### config.mk
export PLATFORM = sky130hd
export DESIGN_NAME = cmd_frame_decoder_flat
export DESIGN_NICKNAME = d
export VERILOG_FILES = /design/src/rtl/cmd_frame_if.sv /design/src/rtl/cmd_frame_decoder.sv /design/src/flat_wrapper.sv
export SDC_FILE = /design/constraint.sdc
export NUM_CORES = 1
export LEC_CHECK = 0
export BUFFER_PORTS_ARGS = -buffer_cell sky130_fd_sc_hd__buf_2
export CORE_MARGIN = 3
export CORE_UTILIZATION = 45
export CTS_BUF_LIST = sky130_fd_sc_hd__clkbuf_8
export DETAILED_ROUTE_END_ITERATION = 10
export PLACE_DENSITY_LB_ADDON = 0.1
export SYNTH_ARGS = -nofsm -noshare
export SYNTH_HDL_FRONTEND = slang
export SYNTH_SLANG_ARGS = --single-unit
### constraint.sdc
create_clock -name i_clk -period 3.86 [get_ports i_clk]
set_input_delay 0.772 -clock i_clk [delete_from_list [all_inputs] [get_ports i_clk]]
set_output_delay 0.772 -clock i_clk [all_outputs]
set_load 0.1 [all_outputs]
### src/rtl/cmd_frame_if.sv
// Byte-stream input and register-bank output bundle for cmd_frame_decoder.
// The master drives the received bytes, and the slave (the decoder) drives the writes.
interface cmd_frame_if;
  logic [7:0] rx_data;
  logic       rx_valid;
  logic       rx_err;
  logic [7:0] dout;
  logic       rg1;
  logic       rg2;
  logic       rg3;
  logic       frame_err;
  logic [7:0] err_cnt;

  modport master (
    output rx_data, rx_valid, rx_err,
    input  dout, rg1, rg2, rg3, frame_err, err_cnt
  );

  modport slave (
    input  rx_data, rx_valid, rx_err,
    output dout, rg1, rg2, rg3, frame_err, err_cnt
  );
endinterface

### src/rtl/cmd_frame_decoder.sv
// Decodes HEADER/ADDR/DATA/CSUM byte frames into single-cycle register write strobes.
// Bad, corrupted or stalled frames are dropped, and a saturating counter records them.
module cmd_frame_decoder #(
  parameter logic [7:0] HEADER      = 8'hA5,
  parameter int         TIMEOUT_CYC = 50000,
  parameter int         CNT_W       = 16
) (
  input  logic        i_clk,
  input  logic        i_rst,
  cmd_frame_if.slave  bus
);

  typedef enum logic [1:0] {S_IDLE, S_ADDR, S_DATA, S_CSUM} state_t;

  // Counter value on the last gap cycle allowed before the frame is abandoned.
  localparam logic [CNT_W-1:0] TO_LAST = CNT_W'(TIMEOUT_CYC - 2);

  function automatic logic [7:0] csum8(input logic [7:0] a, input logic [7:0] b);
    return a + b;
  endfunction

  function automatic logic [7:0] sat_inc8(input logic [7:0] v);
    return (v == 8'hFF) ? 8'hFF : v + 8'h01;
  endfunction

  state_t           r_state;
  logic [7:0]       r_addr;
  logic [7:0]       r_data;
  logic [CNT_W-1:0] r_tcnt;
  logic [7:0]       r_dout;
  logic             r_rg1;
  logic             r_rg2;
  logic             r_rg3;
  logic             r_ferr;
  logic [7:0]       r_err_cnt;

  logic w_abort;
  logic w_write;
  logic w_addr_ok;

  assign w_addr_ok = (r_addr == 8'h01) || (r_addr == 8'h02) || (r_addr == 8'h03);

  // Decide whether this edge completes a frame or abandons it.
  always_comb begin
    w_abort = 1'b0;
    w_write = 1'b0;
    if (r_state == S_IDLE) begin
      w_abort = 1'b0;
    end else if (bus.rx_err) begin
      w_abort = 1'b1;
    end else if (bus.rx_valid) begin
      if (r_state == S_CSUM) begin
        if (w_addr_ok && (csum8(r_addr, r_data) == bus.rx_data)) begin
          w_write = 1'b1;
        end else begin
          w_abort = 1'b1;
        end
      end else begin
        w_write = 1'b0;
      end
    end else if (r_tcnt == TO_LAST) begin
      w_abort = 1'b1;
    end else begin
      w_abort = 1'b0;
    end
  end

  // Frame FSM, timeout counter and registered bank outputs.
  always_ff @(posedge i_clk) begin
    if (i_rst) begin
      r_state   <= S_IDLE;
      r_addr    <= 8'h00;
      r_data    <= 8'h00;
      r_tcnt    <= '0;
      r_dout    <= 8'h00;
      r_rg1     <= 1'b0;
      r_rg2     <= 1'b0;
      r_rg3     <= 1'b0;
      r_ferr    <= 1'b0;
      r_err_cnt <= 8'h00;
    end else begin
      r_rg1  <= w_write && (r_addr == 8'h01);
      r_rg2  <= w_write && (r_addr == 8'h02);
      r_rg3  <= w_write && (r_addr == 8'h03);
      r_ferr <= w_abort;
      if (w_write) begin
        r_dout <= r_data;
      end
      if (w_abort) begin
        r_err_cnt <= sat_inc8(r_err_cnt);
        r_state   <= S_IDLE;
        r_tcnt    <= '0;
      end else begin
        case (r_state)
          S_IDLE: begin
            r_tcnt <= '0;
            if (bus.rx_valid && (bus.rx_data == HEADER)) begin
              r_state <= S_ADDR;
            end
          end
          S_ADDR: begin
            if (bus.rx_valid) begin
              r_addr  <= bus.rx_data;
              r_tcnt  <= '0;
              r_state <= S_DATA;
            end else begin
              r_tcnt <= r_tcnt + CNT_W'(1);
            end
          end
          S_DATA: begin
            if (bus.rx_valid) begin
              r_data  <= bus.rx_data;
              r_tcnt  <= '0;
              r_state <= S_CSUM;
            end else begin
              r_tcnt <= r_tcnt + CNT_W'(1);
            end
          end
          S_CSUM: begin
            if (bus.rx_valid) begin
              r_tcnt  <= '0;
              r_state <= S_IDLE;
            end else begin
              r_tcnt <= r_tcnt + CNT_W'(1);
            end
          end
          default: begin
            r_tcnt  <= '0;
            r_state <= S_IDLE;
          end
        endcase
      end
    end
  end

  assign bus.dout      = r_dout;
  assign bus.rg1       = r_rg1;
  assign bus.rg2       = r_rg2;
  assign bus.rg3       = r_rg3;
  assign bus.frame_err = r_ferr;
  assign bus.err_cnt   = r_err_cnt;

endmodule
### src/flat_wrapper.sv
// flat-port wrapper written by rule: the top's interface ports become plain ports
module cmd_frame_decoder_flat 
#(
  parameter logic [7:0] HEADER      = 8'hA5,
  parameter int         TIMEOUT_CYC = 50000,
  parameter int         CNT_W       = 16
)
  (i_clk, i_rst, bus_rx_data, bus_rx_valid, bus_rx_err, bus_dout, bus_rg1, bus_rg2, bus_rg3, bus_frame_err, bus_err_cnt);
  cmd_frame_if bus_i ();
  input  logic i_clk;
  input  logic i_rst;
  input wire logic [$bits(bus_i.rx_data)-1:0] bus_rx_data;
  input wire logic [$bits(bus_i.rx_valid)-1:0] bus_rx_valid;
  input wire logic [$bits(bus_i.rx_err)-1:0] bus_rx_err;
  output wire logic [$bits(bus_i.dout)-1:0] bus_dout;
  output wire logic [$bits(bus_i.rg1)-1:0] bus_rg1;
  output wire logic [$bits(bus_i.rg2)-1:0] bus_rg2;
  output wire logic [$bits(bus_i.rg3)-1:0] bus_rg3;
  output wire logic [$bits(bus_i.frame_err)-1:0] bus_frame_err;
  output wire logic [$bits(bus_i.err_cnt)-1:0] bus_err_cnt;
  assign bus_i.rx_data = bus_rx_data;
  assign bus_i.rx_valid = bus_rx_valid;
  assign bus_i.rx_err = bus_rx_err;
  assign bus_dout = bus_i.dout;
  assign bus_rg1 = bus_i.rg1;
  assign bus_rg2 = bus_i.rg2;
  assign bus_rg3 = bus_i.rg3;
  assign bus_frame_err = bus_i.frame_err;
  assign bus_err_cnt = bus_i.err_cnt;
  cmd_frame_decoder #(.HEADER(HEADER), .TIMEOUT_CYC(TIMEOUT_CYC), .CNT_W(CNT_W)) u_core (.i_clk(i_clk), .i_rst(i_rst), .bus(bus_i));
endmodule
==> results_dict.tcl, run 1 <==
set metrics [dict create \
    ys_seq_elements 54 \
    synth_top_family_by_area "simple AND/OR/NAND/NOR gates" \
    ctsResizeCount 0 \
    crit_fanout 10 \
    path_buf_inv 0 \
    drt_wl_total_um 5530 \
    dp_cells 398 \
    drive_gt1_frac 0.148 \
    setup_ws_ns 0.608 \
    dr.pass1.iters 4 \
    avgViaCountPerCell 5.28 \
    drv_slew 0 \
    synth_compound_area_frac 0.0964 \
    finalSetupTns_ns 0 \
    p_per_area_nw_per_um2 374 \
    start_util 0.468 \
    final_nets 357 \
    seqPwrFrac 0.489 \
    crit_path_cell_trace "ha_1 -> fa_1 -> a211oi_2 -> o21bai_1 -> a211oi_1 -> o2111ai_1 -> o31ai_4 -> and3_1 -> mux2i_1" \
    p_sw_mw 0.284 \
    fill_cells 565 \
    portBuffers 31 \
    power.leakage_nw 1.23 \
    clk_latency_ns 0.31 \
    max_stage_delay_ns 0.47 \
    tritoncts "done" \
    period_share 0.842 \
    die_w_um 84.9 \
    grt_usage 0.160 \
    drc 0 \
    peakVddDrop_mv 0.227 \
    synth_top_cells_by_count "dfxtp_1 (54), nor2_1 (42), nand2b_1 (26)" \
    synth_fa_ha_area_frac 0.0696 \
    finalClockSkew_ns 0.00554 \
    async_flop_share 0 \
    cts_buffer_depth 2 \
    worstPathArrival_ns 3.48 \
    avgSynthCellArea_um2 9.28 \
    grt_pass1_wl_um 9430 \
    yosys_most_used_dff "dfxtp_1" \
    synthMuxAreaShare 0.0892 \
    register_area_um2 1080 \
    p_clk_frac 0.393 \
    p_int_mw 0.895 \
    crit_required_ns 4.09 \
    synthCells 302 \
    syn_area_um2 2800 \
    clk_pin_slew_ns 0.09 \
    ant_nets 0 \
    ys_types 47 \
    synth_seq_area_share 0.386 \
    postCtsHoldBufs 0 \
    post_drt_wl_per_cell_um 13.6 \
    outcome "finished clean" \
    grt_remaining_overflow 0 \
    syn_to_final_growth_pct 12.4 \
    cts_buffers 5 \
    pre_cts_slack_ns 0.664 \
    synthXorXnorAreaFrac 0.0781 \
    yosys_warnings 0 \
    switching_share 0.241 \
    pwr-share-comb 0.117 \
    cp-start-kind "register" \
    p_total_mw 1.18 \
    worstMarginPinSlew_ns 0.637 \
    num_rows 28 \
    synth_top_area_cell "dfxtp_1" \
    setup_viol 0 \
    grt_max_degree 45 \
    synthSimpleGateAreaFrac 0.253 \
    cp-end-kind "register" \
    fin_cells 406 \
    dp_hpwl_um 4050 \
    dr.first_iter.drc_count 115 \
    maxCapViolCount 0 \
    die_h_um 84.9 \
    ff2ff_setup_slack_ns 0.61 \
    grt_setup_unrepaired "no" \
    cpLargestDelayFamily "compound AO/OA/AOI/OAI gates" \
    core_area_um2 5990 \
    post_cts_buffers 0 \
    synth_edf_count 0 \
    ys_top_cells_by_area "dfxtp_1 (39%), mux2i_1 (8.9%), ha_1 (6.2%)" \
    period_minus_slack_ns 3.25 \
    die_area_um2 7210 \
    root_buffer "clkbuf_8" \
    finalHoldViolations 0 \
    crit_slowest_cell "o31ai_4" \
    path_class "register to register" \
    syn_nets 329 \
    min_path_type "register to register" \
    yosys.area.top_type_share 0.386 \
    antennaDiodeCount 0 \
    multiInputGateArea_um2 1650 \
    io_pins 32 \
    dr_total_vias 2143 \
    h-tree-depth 2 \
    gp_congestion 0.754 \
    fmax_mhz 308 \
    grt_pass1_vias 1959 \
    cts_sinks 54 \
    slew-limit-headroom 0.576 \
    yosysMostFrequentCell "dfxtp_1" \
    antenna_found_initial 0 \
]
[power groups by stage]
stage / sequential (mW) / clock [mW] / combinational [mW]
floorplan: 0.609 / 0 / 0.0923
global placement: 0.590 / 0 / 0.140
detailed placement: 0.590 / 0 / 0.139
CTS: 0.578 / 0.476 / 0.140
global route: 0.579 / 0.502 / 0.152
finish: 0.577 / 0.464 / 0.138
[worst reg2reg max path: stages (launching register included)]
cell	delay, ns
dfxtp_1	0.36
ha_1	0.24
fa_1	0.43
a211oi_2	0.34
o21bai_1	0.12
a211oi_1	0.32
o2111ai_1	0.26
o31ai_4	0.47
and3_1	0.39
mux2i_1	0.25
[flip-flops by register name, indices dropped and copies added, names as in the netlist]
name and flops:
u_core.bus.dout 8, u_core.r_data 8, u_core.r_addr 8, u_core.r_tcnt 16, u_core.bus.rg3 1, u_core.bus.rg1 1, u_core.bus.rg2 1, u_core.bus.err_cnt 8
u_core.bus.frame_err 1, u_core.r_state 2
[final timing paths]
| path | cells after the start | end | startpoint |
|---|---|---|---|
| max | 9 | u_core.r_data[0] | u_core.r_addr[0] |
| min | 1 | u_core.r_tcnt[0] | u_core.r_tcnt[0] |
| max reg2reg | 9 | u_core.r_data[0] | u_core.r_addr[0] |
| min reg2reg | 1 | u_core.r_tcnt[0] | u_core.r_tcnt[0] |
[stage by stage]
stage | util | hold WS [ns] | area, µm²
6_report | 0.526 | 0.470 | 3150
5_1_grt | 0.526 | 0.506 | 3150
3_5_place_dp | 0.502 | 0.456 | 3010
4_1_cts | 0.526 | 0.479 | 3150
2_1_floorplan | - | 0.430 | 2800
3_3_place_gp | 0.502 | 0.451 | 3010
[metal layers]
metal	vias up	GRT usage	routed length [µm]
met5	-	0	0
met4	0	0.0518	81
met3	9	0.0320	170
met2	36	0.249	2420
met1	982	0.222	2850
li1	1116	-	-
[cells by family after synthesis]
kind of cell,after synthesis
AOI/OAI and AO/OA,33
xor gates and xnor gates,25
adders and majority gates,15
buffers and inverters,17
DFF,54
muxes,25
and+or+nand+nor,133
[area by class of cell]
cell class / instances / area share
Multi-Input combinational cell: 231 / 0.523
Sequential cell: 54 / 0.343
Timing Repair Buffer: 32 / 0.0516
Tap cell: 75 / 0.0298
Clock buffer: 6 / 0.0262
Clock inverter: 2 / 0.0191
Inverter: 6 / 0.00715
[cells in the final DEF, fill, tap and decap left out, types with 4 or more instances in the layout]
master	netlist	routed
nand3_1	11	11
nor3b_1	6	5
nor4b_1	4	4
clkbuf_8	0	6
and3_1	7	7
buf_2	1	31
nand2b_1	26	26
nor2_1	42	42
xnor2_1	16	16
ha_1	14	14
dfxtp_1	54	54
xor2_1	9	9
nand2_1	9	9
nor3_1	12	12
inv_1	6	6
a21oi_1	7	7
mux2i_1	25	25
No activity file was read; power rests on OpenSTA's default activity.
==> run 2, diff against run 1 <==
--- a/config.mk
+++ b/config.mk
@@ -5,6 +5,7 @@
 export SDC_FILE = /design/constraint.sdc
 export NUM_CORES = 1
 export LEC_CHECK = 0
+export ABC_AREA = 1
 export BUFFER_PORTS_ARGS = -buffer_cell sky130_fd_sc_hd__buf_2
 export CORE_MARGIN = 3
 export CORE_UTILIZATION = 45
==> constraint.sdc (replaced) <==
create_clock -name i_clk -period 3.2 [get_ports i_clk]
set_input_delay 0.64 -clock i_clk [delete_from_list [all_inputs] [get_ports i_clk]]
set_output_delay 0.64 -clock i_clk [all_outputs]
set_load 0.1 [all_outputs]
==> run 2 against run 1 <==
  * Clock skew is 0.00097 ns lower
  * Routed wire length is 7.0% higher
  * Maximum frequency is 32% higher
  * Clock power is 17% lower
  * Die area is 4.9% higher
  * Clock-buffer cell count stayed put
  * Synthesized cell count is 39% higher
  * Power is 2.3% higher
  * Sequential power is 19% higher
==> results_dict.tcl, run 2 <==
set metrics [dict create \
    outcome "finished clean" \
    grt_use_met1 0.227 \
    p_per_area_nw_per_um2 371 \
    dr.first_iter.drc_count 107 \
    cp-end-kind "register" \
    num_rows 28 \
    syn_area_um2 2950 \
    finalSetupTns_ns 0 \
    worstPathArrival_ns 2.70 \
    drc 0 \
    maxCapViolCount 0 \
    antennaDiodeCount 0 \
    synth_top_area_cell "dfxtp_1" \
    yosys_warnings 0 \
    synth_edf_count 0 \
    dr_total_vias 2525 \
    ctsResizeCount 0 \
    yosys.area.top_type_share 0.366 \
    syn_nets 446 \
    finalHoldViolations 0 \
    io_pins 32 \
    h-tree-depth 2 \
    setup_viol 0 \
    path_class "register to register" \
    finalClockSkew_ns 0.00457 \
    cp-start-kind "register" \
    ys_top_cells_by_area "dfxtp_1 (37%), nand2_1 (14%), nor2_1 (7.2%)" \
    min_path_type "register to register" \
    yosysMostFrequentCell "nand2_1" \
    ys_types 34 \
    syn_to_final_growth_pct 10.0 \
    gp_congestion 0.883 \
    clk_latency_ns 0.30 \
    layout_commonest_cell "nand2_1" \
    crit_fanout 17 \
    clk_pin_slew_ns 0.09 \
    cts_buffers 5 \
    regMostFlops "u_core.r_tcnt" \
    die_w_um 87.0 \
    period_minus_slack_ns 2.46 \
    grt_util_met2 0.286 \
    root_buffer "clkbuf_8" \
    worstMarginPinSlew_ns 0.702 \
    drt_wl_total_um 5910 \
    die_area_um2 7570 \
    dpl_cell_area_um2 3160 \
    cts_buffer_depth 2 \
    largest_register_ffs 16 \
    fill_cells 608 \
    ys_seq_elements 54 \
    dr.pass1.iters 4 \
    register_area_um2 1080 \
    postCtsHoldBufs 0 \
    post_drt_wl_per_cell_um 11.2 \
    grt_pass1_wl_um 10500 \
    portBuffers 31 \
    drive_gt1_frac 0.140 \
    fmax_mhz 406 \
    peakVddDrop_mv 0.215 \
    slew-limit-headroom 0.529 \
    ant_nets 0 \
    synth_seq_area_share 0.366 \
    start_util 0.482 \
    async_flop_share 0 \
    multiInputGateArea_um2 1620 \
    layout_common_cells "nand2_1 (111), nor2_1 (57), inv_1 (55)" \
    core_area_um2 6130 \
    tritoncts "done" \
    grt_max_degree 28 \
    antenna_found_initial 0 \
    fin_area_um2 3250 \
    period_share 0.769 \
    power.leakage_nw 1.57 \
    grt_setup_unrepaired "no" \
    post_cts_buffers 0 \
    grt_usage 0.171 \
    busiest_layer "met2" \
    avgSynthCellArea_um2 7.05 \
    synth_top_cells_by_count "nand2_1 (111), nor2_1 (57), dfxtp_1 (54), inv_1 (54), nand3_1 (24)" \
    avgViaCountPerCell 4.80 \
    die_h_um 87.0 \
    crit_required_ns 3.44 \
    grt_use_met3 0.0331 \
    drv_slew 0 \
    dp_hpwl_um 4490 \
    final_nets 477 \
    grt_pass1_vias 2398 \
    yosys_most_used_dff "dfxtp_1" \
    synthCells 419 \
    cts_sinks 54 \
    grt_remaining_overflow 0 \
]
-- run 2: cell count changes after synthesis, sizes merged, moves of 8 or more --
cell / delta
mux2i: -25
inv: +49
nand2b: -26
xnor2: -8
a21oi: +13
nand2: +104
nor2: +28
nand3: +14
nor3: -8
o21ai: +12
-- run 2: power breakdown --
group	leakage, nW	internal, mW	total (mW)	switching, mW
combinational	1.08	0.0415	0.132	0.0905
clock	0.0524	0.172	0.385	0.213
sequential	0.435	0.681	0.689	0.00808
total	1.57	0.895	1.21	0.312
-- run 2: worst max-delay path, cell delays in order, from the launching register on --
cell,delay [ns]
dfxtp_1,0.34
ha_1,0.22
fa_1,0.42
nand2_1,0.11
nand2_1,0.05
nand2_1,0.05
nand2_1,0.04
inv_1,0.05
nand3_1,0.08
nor2_2,0.10
nand4_2,0.11
nor2_2,0.51
o21ai_0,0.17
a21oi_1,0.14
-- run 2: area by class of cell --
class | instances | share of cell area
multi-input cells | 302 | 0.498
flip-flops and latches | 54 | 0.333
inverters | 56 | 0.0647
repair buffers | 31 | 0.0477
well taps | 75 | 0.0289
clock buffers | 6 | 0.0254
clock inverters | 2 | 0.00270
-- run 2: stage by stage --
| step | cells | worst slack (ns) | hold slack (ns) | power (mW) | utilization |
|---|---|---|---|---|---|
| floorplan | 419 | 1.00 | 0.430 | 0.802 | - |
| finish | 526 | 0.738 | 0.466 | 1.21 | 0.530 |
| CTS | 526 | 0.718 | 0.469 | 1.22 | 0.530 |
| detailed placement | 518 | 0.734 | 0.448 | 0.837 | 0.515 |
| global route | 526 | 0.399 | 0.522 | 1.27 | 0.530 |
| global placement | 518 | 0.789 | 0.449 | 0.837 | 0.515 |
-- run 2: worst paths after layout --
path / from / endpoint / slack, ns / cells past startpoint
worst max-delay path: u_core.r_addr[0] / u_core.bus.dout[1] / 0.74 / 13
worst min-delay path: u_core.r_tcnt[0] / u_core.r_tcnt[0] / 0.47 / 1
worst max register to register: u_core.r_addr[0] / u_core.bus.dout[1] / 0.74 / 13
worst min register to register: u_core.r_tcnt[0] / u_core.r_tcnt[0] / 0.47 / 1
-- run 2: metal layers --
layer / vias to the layer above / share of wire
met4: 0 / 0.011
met5: - / 0
met3: 6 / 0.033
met1: 1118 / 0.50
li1: 1367 / -
met2: 34 / 0.46
-- run 2: kinds of logic (layout without fill, tap and decap cells) --
logic type	after synthesis	in the layout	synth area share
flip-flops	54	54	0.366
AO/OA/AOI/OAI	39	39	0.0695
XOR/XNOR	23	23	0.0682
buffers and inverters	63	95	0.0860
AND/OR/NAND/NOR	225	225	0.344
adder cells (fa/ha/maj)	15	15	0.0661
==> run 3, diff against run 2 <==
==> constraint.sdc (replaced) <==
create_clock -name i_clk -period 2.2 [get_ports i_clk]
set_input_delay 0.44 -clock i_clk [delete_from_list [all_inputs] [get_ports i_clk]]
set_output_delay 0.44 -clock i_clk [all_outputs]
set_load 0.1 [all_outputs]
==> run 3 against run 2 <==
  * The flow now finishes with violations (negative setup slack)
  * Sequential share of layout area shrank 2.4 points
  * Final cell count grew 3.2%
  * Setup slack lost 0.79 ns
  * Non-clock buffer count grew 16
  * Critical endpoint is now u_core.r_tcnt[7]
  * Highest routed layer unchanged
==> results_dict.tcl, run 3 (synthesized netlist as in run 2, its figures left out) <==
set metrics [dict create \
    outcome "complete, but fails checks" \
    violations "negative setup slack" \
    avgViaCountPerCell 4.78 \
    regMostFlops "u_core.r_tcnt" \
    pwr-share-comb 0.117 \
    slew-limit-headroom 0.672 \
    worstMarginPinSlew_ns 0.495 \
    h-tree-depth 2 \
    antennaDiodeCount 0 \
    p_sw_mw 0.498 \
    dp_hpwl_um 4610 \
    crit_fanout 8 \
    maxCapViolCount 0 \
    period_share 1.02 \
    period_minus_slack_ns 2.25 \
    gp_congestion 0.765 \
    fill_cells 629 \
    crit_required_ns 2.45 \
    p_per_area_nw_per_um2 542 \
    clk_pin_slew_ns 0.11 \
    cp-end-kind "register" \
    core_area_um2 6130 \
    start_util 0.482 \
    whs_ns 0.402 \
    hold_end "u_core.r_addr[5]" \
    peakVddDrop_mv 0.371 \
    dp_cells 528 \
    clk_latency_ns 0.31 \
    num_rows 28 \
    min_path_type "primary input to register" \
    seqPwrFrac 0.526 \
    drt_wl_total_um 6220 \
    fmax_mhz 444 \
    finalClockSkew_ns 0.0142 \
    grt_remaining_overflow 0 \
    largest_register_ffs 16 \
    postCtsHoldBufs 0 \
    die_w_um 87.0 \
    ant_nets 0 \
    grt_pass1_wl_um 11200 \
    cts_buffers 5 \
    reg2reg_depth 12 \
    die_area_um2 7570 \
    power.leakage_nw 1.66 \
    grt_pass1_vias 2511 \
    io_pins 32 \
    multiInputGateArea_um2 1700 \
    finalHoldViolations 0 \
    cts_buffer_depth 2 \
    p_total_mw 1.91 \
    layout_commonest_cell "nand2_1" \
    grt_usage 0.183 \
    grt_setup_unrepaired "yes" \
    cp-start-kind "register" \
    final_core_util 0.573 \
    path_class "register to register" \
    p_clk_frac 0.356 \
    root_buffer "clkbuf_8" \
    dr.pass1.iters 4 \
    p_int_mw 1.41 \
    drive_gt1_frac 0.214 \
    portBuffers 31 \
    die_h_um 87.0 \
    fin_cells 543 \
    worstReg2RegStart "u_core.r_data[0]" \
    switching_share 0.261 \
    layout_common_cells "nand2_1 (105), inv_1 (53), nor2_1 (53)" \
    dr.first_iter.drc_count 109 \
    register_area_um2 1080 \
    dr_total_vias 2594 \
    syn_to_final_growth_pct 19.0 \
    ff2ff_setup_slack_ns -0.05 \
    drv_slew 0 \
    worstPathArrival_ns 2.50 \
    final_nets 494 \
    hold_depth 3 \
    cts_sinks 54 \
    setup_viol 16 \
    drc 0 \
    post_drt_wl_per_cell_um 11.5 \
    grt_max_degree 26 \
    setup_ws_ns -0.0544 \
    min_from "bus_rx_data[5]" \
    antenna_found_initial 0 \
    r2r_end "u_core.r_tcnt[7]" \
    tritoncts "done" \
]
==> run 3: changes by cell type in the layout (fill, tap and decap cells not counted), moves of 3 or more <==
cell and change:
buf_4 +12, nor2_2 +3, nand2_1 -6, nor2_1 -4, clkinvlp_4 +3, nand2_2 +5
==> run 3: layout make-up <==
cell class / instances / share of cell area
clock buffers: 5 / 0.0196
clock inverters: 3 / 0.0128
inverters: 56 / 0.0609
multi-input cells: 303 / 0.484
flip-flops and latches: 54 / 0.308
well taps: 75 / 0.0267
repair buffers: 47 / 0.0876
==> run 3: routing by layer <==
metal / routed length, µm / GRT usage / part of all wire / vias to the layer above
li1: - / - / - / 1409
met1: 3090 / 0.242 / 0.50 / 1152
met2: 2870 / 0.304 / 0.46 / 25
met3: 148 / 0.0293 / 0.024 / 8
met4: 110 / 0.0567 / 0.018 / 0
met5: 0 / 0 / 0 / -
==> run 3: worst max-delay path: stages (launching register included) <==
cell	delay, ns
dfxtp_2	0.35
ha_4	0.16
fa_2	0.52
xor2_1	0.07
nor2_1	0.09
nand3_1	0.09
nor2_2	0.09
nand4_2	0.12
nand2_2	0.14
nand2_4	0.09
nor2_4	0.18
nand3_4	0.17
nor2_2	0.13
==> run 3: through the flow <==
| stage | worst slack [ns] | instance area (µm²) | setup TNS [ns] |
|---|---|---|---|
| floorplan | 0.00489 | 2950 | 0 |
| global placement | -0.0698 | 3260 | -1.05 |
| detailed placement | -0.152 | 3260 | -3.18 |
| CTS | -0.0691 | 3430 | -0.843 |
| global route | -0.226 | 3510 | -7.46 |
| finish | -0.0544 | 3510 | -0.426 |
==> run 3: how the worst max path moves through the flow <==
| stage | start | to | slack, ns | depth (start not counted) |
|---|---|---|---|---|
| 2_1_floorplan | u_core.bus.err_cnt[1] | u_core.bus.err_cnt[2] | 0.005 | 7 |
| 3_3_place_gp | u_core.r_addr[0] | u_core.r_tcnt[15] | -0.07 | 13 |
| 3_5_place_dp | u_core.r_addr[0] | u_core.r_tcnt[15] | -0.15 | 13 |
| 4_1_cts | u_core.r_data[0] | u_core.r_tcnt[10] | -0.07 | 12 |
| 5_1_grt | u_core.r_data[0] | u_core.r_tcnt[10] | -0.23 | 12 |
| 6_report | u_core.r_data[0] | u_core.r_tcnt[7] | -0.05 | 12 |
==> run 3: power by group through the flow <==
stage	clock network (mW)	registers, mW	logic (mW)
floorplan	0	1.04	0.131
global placement	0	1.02	0.204
detailed placement	0	1.02	0.205
CTS	0.697	1.00	0.217
global route	0.746	1.01	0.254
finish	0.679	1.00	0.224
==> run 3: repair_timing <==
item | CTS | global route
resized for setup | 7 | 19
setup endpoints to repair | 53 | 54
pin swaps | 4 | 5
cloned | 1 | 1
setup buffers | 3 | 2
